### src/rtl/psum_accumulator.sv
// Signed multiply-accumulate stage. A product register feeds an accumulator that emits one psum per cfg_len beats.
// Define PSUM_SATURATE_EN to make the accumulator add saturate instead of wrap.
module psum_accumulator #(
  parameter int DATA_WIDTH = 16,
  parameter int CNT_WIDTH  = 8
) (
  input  logic                      clk,
  input  logic                      reset,
  input  logic                      flush,
  input  logic [CNT_WIDTH-1:0]      cfg_len,
  input  logic                      in_valid,
  output logic                      in_ready,
  input  logic [DATA_WIDTH-1:0]     ifmap_data,
  input  logic [DATA_WIDTH-1:0]     filter_data,
  output logic                      out_valid,
  input  logic                      out_ready,
  output logic [2*DATA_WIDTH-1:0]   psum_out,
  output logic                      busy
);

  localparam int PW = 2 * DATA_WIDTH;

  typedef enum logic {IDLE, ACCUM} state_e;

  state_e                state_q;
  logic [CNT_WIDTH-1:0]  cnt_q;
  logic [CNT_WIDTH-1:0]  len_q;
  logic [CNT_WIDTH-1:0]  lenEff;
  logic                  pValid_q;
  logic                  pFirst_q;
  logic                  pLast_q;
  logic signed [PW-1:0]  prod_q;
  logic signed [PW-1:0]  prod_d;
  logic signed [PW-1:0]  acc_q;
  logic signed [PW-1:0]  acc_d;
  logic signed [PW-1:0]  addSum;
  logic signed [PW-1:0]  opA;
  logic signed [PW-1:0]  opB;
  logic [PW-1:0]         psum_q;
  logic                  outValid_q;
  logic                  stall;
  logic                  accept;

  assign stall    = outValid_q && !out_ready;
  assign in_ready = !stall && !flush;
  assign accept   = in_valid && in_ready;
  assign lenEff   = (cfg_len == '0) ? CNT_WIDTH'(1) : cfg_len;

  // Operands are sign-extended first so the truncated product is exact.
  assign opA    = {{DATA_WIDTH{ifmap_data[DATA_WIDTH-1]}}, ifmap_data};
  assign opB    = {{DATA_WIDTH{filter_data[DATA_WIDTH-1]}}, filter_data};
  assign prod_d = opA * opB;

  always_comb begin
    addSum = acc_q + prod_q;
`ifdef PSUM_SATURATE_EN
    if ((acc_q[PW-1] == prod_q[PW-1]) && (addSum[PW-1] != acc_q[PW-1])) begin
      addSum = acc_q[PW-1] ? {1'b1, {(PW-1){1'b0}}} : {1'b0, {(PW-1){1'b1}}};
    end
`endif
    acc_d = pFirst_q ? prod_q : addSum;
  end

  // Stall freezes both pipeline stages and the beat FSM; flush clears them but leaves the output register alone.
  always_ff @(posedge clk) begin
    if (reset) begin
      state_q    <= IDLE;
      cnt_q      <= '0;
      len_q      <= '0;
      pValid_q   <= 1'b0;
      pFirst_q   <= 1'b0;
      pLast_q    <= 1'b0;
      prod_q     <= '0;
      acc_q      <= '0;
      psum_q     <= '0;
      outValid_q <= 1'b0;
    end else begin
      if (outValid_q && out_ready) begin
        outValid_q <= 1'b0;
      end
      if (flush) begin
        state_q  <= IDLE;
        cnt_q    <= '0;
        pValid_q <= 1'b0;
        acc_q    <= '0;
      end else if (!stall) begin
        if (pValid_q) begin
          acc_q <= acc_d;
          if (pLast_q) begin
            outValid_q <= 1'b1;
            psum_q     <= acc_d;
          end
        end
        pValid_q <= accept;
        if (accept) begin
          prod_q <= prod_d;
          case (state_q)
            IDLE: begin
              len_q    <= lenEff;
              pFirst_q <= 1'b1;
              if (lenEff == CNT_WIDTH'(1)) begin
                pLast_q <= 1'b1;
              end else begin
                pLast_q <= 1'b0;
                cnt_q   <= CNT_WIDTH'(1);
                state_q <= ACCUM;
              end
            end
            ACCUM: begin
              pFirst_q <= 1'b0;
              if (cnt_q == len_q - CNT_WIDTH'(1)) begin
                pLast_q <= 1'b1;
                cnt_q   <= '0;
                state_q <= IDLE;
              end else begin
                pLast_q <= 1'b0;
                cnt_q   <= cnt_q + CNT_WIDTH'(1);
              end
            end
            default: state_q <= IDLE;
          endcase
        end
      end
    end
  end

  assign out_valid = outValid_q;
  assign psum_out  = psum_q;
  assign busy      = (state_q == ACCUM) || pValid_q;

endmodule

### config.mk
export PLATFORM = sky130hd
export DESIGN_NAME = psum_accumulator
export DESIGN_NICKNAME = d
export VERILOG_FILES = /design/src/rtl/psum_accumulator.sv
export SDC_FILE = /design/constraint.sdc
export NUM_CORES = 1
export LEC_CHECK = 0
export BUFFER_PORTS_ARGS = -buffer_cell sky130_fd_sc_hd__buf_2
export CORE_ASPECT_RATIO = 1.4
export CORE_MARGIN = 2
export CORE_UTILIZATION = 55
export DETAILED_ROUTE_END_ITERATION = 10
export GPL_TIMING_DRIVEN = 0
export PLACE_DENSITY = 0.82
export SLEW_MARGIN = 20
export SYNTH_ARGS = -nofsm -noshare
export SYNTH_HDL_FRONTEND = slang
export SYNTH_SLANG_ARGS = --single-unit
### constraint.sdc
create_clock -name clk -period 6.4 [get_ports clk]
set_input_delay 0.64 -clock clk [delete_from_list [all_inputs] [get_ports clk]]
set_output_delay 0.64 -clock clk [all_outputs]
set_load 0.02 [all_outputs]
==> flow_summary_export.csv, run 1 <==
group,metric,value,unit
grt,grt_antenna_before_repair,0,
sta,setup_viol_count_final,0,
route,drt_first_iter_violations,820,
grt,overflow,0,
logic_synthesis,synth_edf_count,0,
final_layout,utilization,63.1,%
worst_setup_path,worstSetupEndpoint,"prod_q[31]",
placed_design,routabilityCongestion,1.00,
worst_setup_path,critical_path.startpoint_type,"primary input",
cts,cts-buffers-inserted,17,
logic_synthesis,synthesis.area_per_instance,8.60,µm²
logic_synthesis,post_synth_instance_area,0.0159,mm²
logic_synthesis,synth_largest_area_cell,"sky130_fd_sc_hd__fa_1",
worst_setup_path,critPathMaxFanout,10,
logic_synthesis,synth_top_cells_by_area,"sky130_fd_sc_hd__fa_1, sky130_fd_sc_hd__dfxtp_1, sky130_fd_sc_hd__ha_1, sky130_fd_sc_hd__inv_1, sky130_fd_sc_hd__nand2_1",
sta,worst_slew_margin_rel,48.5,%
route,wl_per_cell,18.4,µm
run,max_cap_violations,0,
placed_design,io_buffers,79,
worst_setup_path,worst_setup_path_end_kind,"flop",
final_layout,layout.nets,2397,
logic_synthesis,post_synth_most_frequent_cells,"sky130_fd_sc_hd__inv_1, sky130_fd_sc_hd__fa_1, sky130_fd_sc_hd__nand2_1, sky130_fd_sc_hd__nor2_1, sky130_fd_sc_hd__and2_1",
grt,grt_usage,29.6,%
outcome,outcome,"finished clean",
cts,cts_tree,"built",
floorplanning,placement_rows,73,
worst_setup_path,worst_ep_arrival_time,6610,ps
sta,period_needed,6300,ps
route,vias_per_cell,5.66,
worst_setup_path,crit-reg2reg-capture,"psum_out[28]",
logic_synthesis,synth.yosys.seq_area_share,14.7,%
logic_synthesis,synth_fp_nets,2278,
floorplanning,placeableCoreArea,0.0285,mm²
grt,grt_pass1_vias,14400,
worst_setup_path,timing.reg2reg.setup_slack,2510,ps
cts,cts-hold-fix-buffers,0,
cts,numClockSinks,117,
floorplanning,start_util,56.0,%
final_layout,drive_gt1_share,10.2,%
floorplanning,die-height,205,µm
logic_synthesis,synth_ff_type,"sky130_fd_sc_hd__dfxtp_1",
route,detailroute.via_count,13400,
sta,fin_setup_tns,0,ps
floorplanning,floorplan.die.width,148,µm
placed_design,dp_hpwl,35800,µm
worst_setup_path,regToRegStartpoint,"prod_q[0]",
placed_design,placed_cell_area,0.0168,mm²
logic_synthesis,synthDistinctLibCells,67,
floorplanning,overall_die_area,0.0304,mm²
cts,worst_skew_pair.late_latency,420,ps
sta,slew_violations,0,
worst_setup_path,reg2regPathDepth,13,
hold_path,worst_hold_path.num_cells,2,
grt,grt_first_pass_wirelength,70500,µm
sta,finalClockSkew,6.62,ps
final_layout,n_fill_cell,2403,
route,remaining_drc_errors,0,
sta,final_min_period_over_clock_period,98.5,%
logic_synthesis,synth.ff_latch_count,117,
hold_path,hold_path_class,"reg2reg",
grt,maximum_number_of_pins_on_one_net_before_global_route_repair,17,
final_layout,antenna-diode-count,0,
worst_setup_path,setup.worst_path.class,"in2reg",
worst_setup_path,critPathLaunch,"filter_data[2]",
final_layout,stdcell_area,0.0180,mm²
floorplanning,boundaryPins,80,
worst_setup_path,critical_path_required,6710,ps
logic_synthesis,yosysWarningCount,0,
route,finalWirelength,43400,µm
sta,finalHoldViolCount,0,
sta,rsz0062_at_grt,"true",
logic_synthesis,yosys.cell_count.top_type,"sky130_fd_sc_hd__inv_1",
logic_synthesis,synthArstFlopShare,0,%
route,dr.pass1.iters,5,
cts,htree_num_levels,4,
sta,fmax_achieved,0.159,GHz
logic_synthesis,synth_cells,1855,
cts,clock-root-buffer,"sky130_fd_sc_hd__clkbuf_16",
final_layout,area_growth_syn_to_layout,12.7,%
cts,cts-root-to-sink-buffers,2,
cts,clkSlewWorstSetupHoldPaths,60,ps
logic_synthesis,netlist.area_leader.share,33.0,%
sta,slew_at_the_pin_closest_to_its_max_slew_limit,773,ps
route,postRouteAntennaNets,0,
[area by class of cell]
class                           count  area, µm²  share of cell area, %
Buffer                             70        465                   2.59
Timing Repair Buffer              107        702                   3.91
Clock buffer                       21        450                   2.51
Inverter                          296       1110                   6.18
Sequential cell                   117       2340                   13.0
Clock inverter                     10        108                  0.599
Tap cell                          375        469                   2.61
Multi-Input combinational cell   1365      12300                   68.6
[how the worst min path moves through the flow]
stage	to	slack, ps	start
global placement	psum_out[7]	450	psum_out[7]
detailed placement	psum_out[7]	460	psum_out[7]
CTS	psum_out[7]	470	psum_out[7]
finish	psum_out[7]	470	psum_out[7]
global route	len_q[7]	480	cfg_len[7]
floorplan	acc_q[7]	440	acc_q[7]
[routing by layer]
layer	track usage [%]	vias to the layer above	share of wire, %
met2	54.7	539	52
li1	-	6128	-
met5	0	-	0
met1	32.4	6543	37
met4	17.6	0	5.7
met3	3.50	161	5.3
[kinds of logic (layout without fill, tap and decap cells)]
kind of cell,Yosys count,count (layout),synth area share [%]
and+or+nand+nor,610,610,17.8
adders and majority gates,378,378,42.0
buffers and inverters,373,504,8.83
AOI/OAI and AO/OA,295,295,12.0
DFF,117,117,14.7
xor gates and xnor gates,70,70,3.84
muxes,12,12,0.808
[cells in the final DEF, fill, tap and decap left out, types with 7 or more instances in the layout]
cell                        instances
sky130_fd_sc_hd__o21ai_0           47
sky130_fd_sc_hd__fa_1             261
sky130_fd_sc_hd__nor2_1           141
sky130_fd_sc_hd__mux2i_1            8
sky130_fd_sc_hd__inv_1            291
sky130_fd_sc_hd__buf_8             15
sky130_fd_sc_hd__o21a_1            13
sky130_fd_sc_hd__o21bai_1           7
sky130_fd_sc_hd__nand3_1           20
sky130_fd_sc_hd__clkbuf_16         17
sky130_fd_sc_hd__buf_2             62
sky130_fd_sc_hd__buf_6              7
sky130_fd_sc_hd__clkbuf_4           8
sky130_fd_sc_hd__buf_4             31
sky130_fd_sc_hd__and2_1           119
sky130_fd_sc_hd__dfxtp_1          117
sky130_fd_sc_hd__a21o_1            24
sky130_fd_sc_hd__clkbuf_1          42
sky130_fd_sc_hd__nand2b_1          17
sky130_fd_sc_hd__a211oi_1          34
sky130_fd_sc_hd__xor2_1            27
sky130_fd_sc_hd__a31oi_1            7
sky130_fd_sc_hd__nor2b_1           12
sky130_fd_sc_hd__nand4_1           10
sky130_fd_sc_hd__nand2_1          234
sky130_fd_sc_hd__xnor2_1           41
sky130_fd_sc_hd__a21oi_1          101
sky130_fd_sc_hd__nor3_1            25
sky130_fd_sc_hd__ha_1             109
sky130_fd_sc_hd__buf_1              7
[metrics by stage]
step,hold slack (ps),std cells,setup slack [ps]
after CTS,467,2338,1.07
after floorplan,440,1855,29.9
final,466,2361,96.0
after global placement,455,2309,-1130
after detailed placement,459,2309,-1170
after global routing,480,2361,-34.1
[repair_timing]
action,CTS,global route
hold endpoints to repair,0,0
setup endpoints to repair,11,6
pin swaps,4,27
cloned,0,0
setup buffers,2,26
resized for setup,65,93
[flip-flops by register name (all words and copies together) (netlist names)]
signal,count
out_valid,1
pLast_q,1
pValid_q,1
acc_q,32
pFirst_q,1
prod_q,32
state_q,1
cnt_q,8
len_q,8
psum_out,32
[critical path, cell delays in order]
cell,delay (ps)
sky130_fd_sc_hd__clkbuf_4,170
sky130_fd_sc_hd__buf_8,150
sky130_fd_sc_hd__nand2_1,80
sky130_fd_sc_hd__fa_1,500
sky130_fd_sc_hd__fa_1,560
sky130_fd_sc_hd__inv_2,50
sky130_fd_sc_hd__fa_1,580
sky130_fd_sc_hd__fa_1,450
sky130_fd_sc_hd__fa_1,510
sky130_fd_sc_hd__inv_1,50
sky130_fd_sc_hd__fa_1,520
sky130_fd_sc_hd__inv_2,50
sky130_fd_sc_hd__ha_4,250
sky130_fd_sc_hd__a21o_1,180
sky130_fd_sc_hd__a21o_1,180
sky130_fd_sc_hd__a211o_1,280
sky130_fd_sc_hd__a22oi_2,190
sky130_fd_sc_hd__buf_6,160
sky130_fd_sc_hd__nor4_4,60
sky130_fd_sc_hd__nor4b_2,250
sky130_fd_sc_hd__nor2_1,100
sky130_fd_sc_hd__a41o_1,270
sky130_fd_sc_hd__xnor2_2,160
sky130_fd_sc_hd__a22o_1,210
Power of run 1 is not shown: default switching activity piles up to over one toggle a cycle in this logic, so the estimate is an artifact.
==> run 2: changes to the inputs <==
--- a/config.mk
+++ b/config.mk
@@ -12,6 +12,7 @@
 export DETAILED_ROUTE_END_ITERATION = 10
 export GPL_TIMING_DRIVEN = 0
 export PLACE_DENSITY = 0.82
+export SETUP_SLACK_MARGIN = 0.3
 export SLEW_MARGIN = 20
 export SYNTH_ARGS = -nofsm -noshare
 export SYNTH_HDL_FRONTEND = slang
==> run 2 against run 1 <==
Maximum frequency grew 1.7%. Clock-buffer cell count shrank 1. Register-to-register slack gained 60 ps. Core utilization grew 2.4 points. Die area is the same. Cell area grew 3.8%. Wire length grew 4.0%. Hold slack gained 0.89 ps. Cell count grew 1.9%. Critical endpoint unchanged.
==> flow_summary_export.csv, run 2 (same netlist as run 1, synthesis figures left out) <==
group,metric,value,unit
worst_setup_path,cpMostUsedCell,"sky130_fd_sc_hd__fa_1",
sta,finalClockSkew,10.2,ps
final_layout,layout.nets,2440,
worst_setup_path,reg2regPathDepth,13,
route,postRouteAntennaNets,0,
final_layout,antenna-diode-count,0,
hold_path,hold_path_class,"in2reg",
worst_setup_path,critical_path.startpoint_type,"primary input",
floorplanning,start_util,56.0,%
cts,clkSlewWorstSetupHoldPaths,60,ps
final_layout,area_growth_syn_to_layout,17.0,%
floorplanning,placement_rows,73,
worst_setup_path,cpPeakStageDelay,560,ps
worst_setup_path,worst_setup_path_end_kind,"flop",
worst_setup_path,worst_ep_arrival_time,6520,ps
grt,maximum_number_of_pins_on_one_net_before_global_route_repair,17,
run,max_cap_violations,0,
worst_setup_path,critPathLaunch,"ifmap_data[14]",
worst_setup_path,critical_path_required,6710,ps
worst_setup_path,number_of_buffers_and_inverters_on_the_critical_path,4,
route,drt_first_iter_violations,857,
cts,clock-root-buffer,"sky130_fd_sc_hd__clkbuf_16",
worst_setup_path,regToRegStartpoint,"prod_q[0]",
floorplanning,die-height,205,µm
cts,cts_tree,"built",
hold_path,min-delay-start,"cfg_len[6]",
final_layout,drive_gt1_share,13.9,%
sta,fmax_achieved,0.161,GHz
route,wl_per_cell,18.8,µm
floorplanning,overall_die_area,0.0304,mm²
sta,period_needed,6200,ps
worst_setup_path,crit-reg2reg-capture,"psum_out[30]",
worst_setup_path,setup.worst_path.class,"in2reg",
worst_setup_path,critical-path-top-delay-family,"adder cells",
floorplanning,boundaryPins,80,
sta,final.hold.worst_slack,467,ps
cts,cts-root-to-sink-buffers,2,
sta,worst_slew_margin_rel,45.1,%
worst_setup_path,critical_path_cell_count,22,
route,finalWirelength,45200,µm
route,dr.pass1.iters,5,
worst_setup_path,worst_path_max_delay_cell,"sky130_fd_sc_hd__fa_1",
sta,slew_at_the_pin_closest_to_its_max_slew_limit,823,ps
final_layout,final_cell_mix,"sky130_fd_sc_hd__inv_1, sky130_fd_sc_hd__fa_1, sky130_fd_sc_hd__nand2_1",
sta,final_min_period_over_clock_period,96.9,%
grt,grt_usage,30.0,%
cts,numClockSinks,117,
route,detailroute.via_count,13800,
grt,overflow,0,
worst_setup_path,critPathMaxFanout,7,
floorplanning,floorplan.die.width,148,µm
placed_design,dp_hpwl,35100,µm
sta,setup_viol_count_final,0,
grt,grt_first_pass_wirelength,71700,µm
sta,slew_violations,0,
hold_path,worst_hold_path.num_cells,3,
route,vias_per_cell,5.72,
final_layout,final_common_cell,"sky130_fd_sc_hd__inv_1",
route,remaining_drc_errors,0,
sta,rsz0062_at_grt,"true",
floorplanning,placeableCoreArea,0.0285,mm²
placed_design,routabilityCongestion,0.963,
outcome,outcome,"finished clean",
worst_setup_path,worstSetupEndpoint,"prod_q[31]",
worst_setup_path,crit_path_cell_trace,"buf_2 > clkbuf_8 > buf_4 > nand2_1 > fa_1 > fa_1 > fa_1 > inv_1 > fa_1 > fa_1 > fa_1 > ha_1 > a21oi_1 > nor2_1 > a211oi_2 > o21bai_1 > a21oi_1 > nor4b_2 > nor2_1 > a41o_1 > xnor2_2 > a22o_1",
cts,htree_num_levels,4,
placed_design,io_buffers,79,
cts,cts-buffers-inserted,17,
cts,worst_skew_pair.late_latency,430,ps
grt,grt_pass1_vias,14600,
worst_setup_path,timing.reg2reg.setup_slack,2570,ps
grt,grt_antenna_before_repair,0,
sta,finalHoldViolCount,0,
## run 2: worst min path at each step
stage,end
after floorplan,acc_q[7]
after global placement,psum_out[7]
after detailed placement,psum_out[30]
after CTS,psum_out[30]
after global routing,len_q[4]
final,len_q[6]
## run 2: timing repair
action | CTS | global route
cloned | 1 | 0
endpoints found under the setup margin | 11 | 11
gates resized for setup | 108 | 91
pin swaps | 35 | 57
hold buffers | 0 | 0
setup buffers | 44 | 19
## run 2: per-stage QoR
step / worst slack (ps) / area, µm² / cells / util (%) / setup TNS [ps]
3_5_place_dp: -768 / 16900 / 2309 / 59.2 / -5100
3_3_place_gp: -624 / 16900 / 2309 / 59.2 / -3510
2_1_floorplan: 286 / 16000 / 1855 / - / 0
6_report: 199 / 18700 / 2405 / 65.5 / 0
4_1_cts: 262 / 18200 / 2386 / 64.0 / 0
5_1_grt: 57.8 / 18700 / 2405 / 65.5 / 0
## run 2: area by class of cell
type	instances	area, µm²
multi-input combinational	1365	12500
fill	2257	9840
sequential	117	2340
inverter	296	1110
timing repair buffer	143	1070
buffer	77	599
tap	375	469
clock buffer	20	447
clock inverter	12	105
## run 2: tightest hold or removal path, cell delays in order
cell,delay (ps)
sky130_fd_sc_hd__buf_2,110
sky130_fd_sc_hd__nand2_1,50
sky130_fd_sc_hd__a21oi_1,50
## run 2: per-layer routing
| layer | global-route usage, % | routed length, µm | up-vias |
|---|---|---|---|
| li1 | - | - | 6210 |
| met1 | 32.5 | 16200 | 6728 |
| met2 | 55.8 | 23100 | 636 |
| met3 | 4.15 | 2930 | 191 |
| met4 | 16.8 | 3010 | 0 |
| met5 | 0 | 0 | - |
Power of run 2 is left out for the same reason.
==> run 3: changes to the inputs <==
--- a/config.mk
+++ b/config.mk
@@ -12,6 +12,7 @@
 export DETAILED_ROUTE_END_ITERATION = 10
 export GPL_TIMING_DRIVEN = 0
 export PLACE_DENSITY = 0.82
+export REMOVE_ABC_BUFFERS = 1
 export SETUP_SLACK_MARGIN = 0.3
 export SLEW_MARGIN = 20
 export SYNTH_ARGS = -nofsm -noshare
==> run 3 against run 2 <==
Critical path depth grew 3. Worst setup slack gained 250 ps. Register-to-register slack gained 150 ps. Via count shrank 5.5%. Wire length shrank 15%. Global-route usage shrank 4.2 points. Hold slack lost 0.81 ps. Clock skew grew 5.6 ps. Sequential share of layout area grew 0.60 points. Die area is the same. First-iteration DRC count shrank 9.3%. Cell area shrank 4.4%. Critical endpoint unchanged. Largest cell class unchanged. Highest routed layer unchanged.
==> flow_summary_export.csv, run 3 (same netlist as run 1, synthesis figures left out) <==
group,metric,value,unit
cts,htree_num_levels,4,
worst_setup_path,number_of_buffers_and_inverters_on_the_critical_path,7,
worst_setup_path,setup.worst_path.class,"in2reg",
floorplanning,placeableCoreArea,0.0285,mm²
placed_design,routabilityCongestion,0.920,
grt,grt_pass1_vias,13800,
worst_setup_path,timing.reg2reg.setup_slack,2720,ps
cts,cts-root-to-sink-buffers,2,
sta,finalHoldViolCount,0,
floorplanning,start_util,56.0,%
cts,clkSlewWorstSetupHoldPaths,60,ps
grt,grt_first_pass_wirelength,63800,µm
hold_path,worst_hold_path.num_cells,2,
route,vias_per_cell,5.66,
sta,period_needed,5950,ps
sta,setup_viol_count_final,0,
grt,overflow,0,
worst_setup_path,critical_path_cell_count,25,
worst_setup_path,worst_setup_path_end_kind,"flop",
grt,grt_usage,25.8,%
floorplanning,overall_die_area,0.0304,mm²
worst_setup_path,cpPeakStageDelay,540,ps
worst_setup_path,worst_path_max_delay_cell,"sky130_fd_sc_hd__fa_1",
worst_setup_path,critPathLaunch,"filter_data[7]",
route,detailroute.via_count,13000,
final_layout,final_common_cell,"sky130_fd_sc_hd__inv_1",
grt,grt_antenna_before_repair,0,
worst_setup_path,critical_path_required,6720,ps
placed_design,io_buffers,79,
final_layout,layout.nets,2333,
final_layout,area_growth_syn_to_layout,11.9,%
hold_path,hold_path_class,"reg2reg",
worst_setup_path,critical_path.startpoint_type,"primary input",
floorplanning,floorplan.die.width,148,µm
run,max_cap_violations,0,
worst_setup_path,reg2regPathDepth,13,
route,drt_first_iter_violations,777,
cts,clock-root-buffer,"sky130_fd_sc_hd__clkbuf_16",
sta,rsz0062_at_grt,"true",
worst_setup_path,worst_ep_arrival_time,6270,ps
sta,final_min_period_over_clock_period,93.0,%
route,dr.pass1.iters,5,
placed_design,dp_hpwl,29200,µm
placed_design,cells_after_dpl,2235,
sta,slew_at_the_pin_closest_to_its_max_slew_limit,850,ps
cts,cts-buffers-inserted,17,
route,remaining_drc_errors,0,
worst_setup_path,critical-path-top-delay-family,"adder cells",
placed_design,pre_cts_ws,-684,ps
worst_setup_path,cpMostUsedCell,"sky130_fd_sc_hd__fa_1",
cts,numClockSinks,117,
cts,cts_tree,"built",
sta,slew_violations,0,
grt,maximum_number_of_pins_on_one_net_before_global_route_repair,78,
sta,setup_ws,449,ps
floorplanning,boundaryPins,80,
sta,finalClockSkew,15.8,ps
final_layout,antenna-diode-count,0,
worst_setup_path,regToRegStartpoint,"prod_q[0]",
final_layout,final_cell_mix,"sky130_fd_sc_hd__inv_1, sky130_fd_sc_hd__fa_1, sky130_fd_sc_hd__nand2_1",
floorplanning,die-height,205,µm
final_layout,drive_gt1_share,10.9,%
sta,worst_slew_margin_rel,43.2,%
route,finalWirelength,38500,µm
worst_setup_path,worstSetupEndpoint,"prod_q[31]",
route,postRouteAntennaNets,0,
cts,cts-hold-fix-buffers,0,
worst_setup_path,crit-reg2reg-capture,"psum_out[28]",
route,wl_per_cell,16.8,µm
sta,fmax_achieved,0.168,GHz
floorplanning,placement_rows,73,
sta,fin_setup_tns,0,ps
cts,worst_skew_pair.late_latency,430,ps
worst_setup_path,critPathMaxFanout,5,
final_layout,fin_cells,2298,
outcome,outcome,"finished clean",
==> run 3: worst min-delay path by stage <==
stage | slack, ps | endpoint | from
after floorplan | 440 | prod_q[15] | prod_q[15]
after global placement | 450 | psum_out[7] | psum_out[7]
after detailed placement | 460 | psum_out[7] | psum_out[7]
after CTS | 470 | psum_out[7] | psum_out[7]
after global routing | 490 | len_q[5] | cfg_len[5]
final | 470 | psum_out[7] | psum_out[7]
==> run 3: routing by layer <==
metal | part of all wire [%] | track usage [%] | up-vias | wire length (µm)
met5 | 0 | 0 | - | 0
met4 | 4.3 | 11.8 | 0 | 1650
met3 | 5.1 | 3.26 | 137 | 1960
met2 | 53 | 48.7 | 459 | 20400
met1 | 38 | 28.7 | 6421 | 14500
li1 | - | - | 5995 | -
==> run 3: what timing repair did <==
action | CTS | global route
setup buffers | 5 | 26
resized for setup | 35 | 101
hold endpoints to repair | 0 | 0
pin swaps | 4 | 42
endpoints found under the setup margin | 8 | 10
==> run 3: metrics by stage <==
| stage | hold slack (ps) | instance area (µm²) | utilization, % |
|---|---|---|---|
| floorplan | 440 | 15600 | - |
| global placement | 448 | 16500 | 57.9 |
| detailed placement | 459 | 16600 | 58.2 |
| CTS | 467 | 17300 | 60.7 |
| global route | 489 | 17800 | 62.6 |
| finish | 466 | 17800 | 62.6 |
==> run 3: area by class of cell <==
cell class | instances | area [µm²]
clock inverter | 14 | 105
tap | 375 | 469
inverter | 296 | 1110
fill | 2311 | 10700
clock buffer | 18 | 439
sequential | 117 | 2350
multi-input combinational | 1365 | 12400
timing repair buffer | 113 | 977
==> run 3: worst min-delay path: cells and delay by family, from the launching register on <==
family,cells,cell delay [ps]
compound gates,1,60
flops,1,310
simple gates,1,60
Power of run 3 is left out for the same reason.
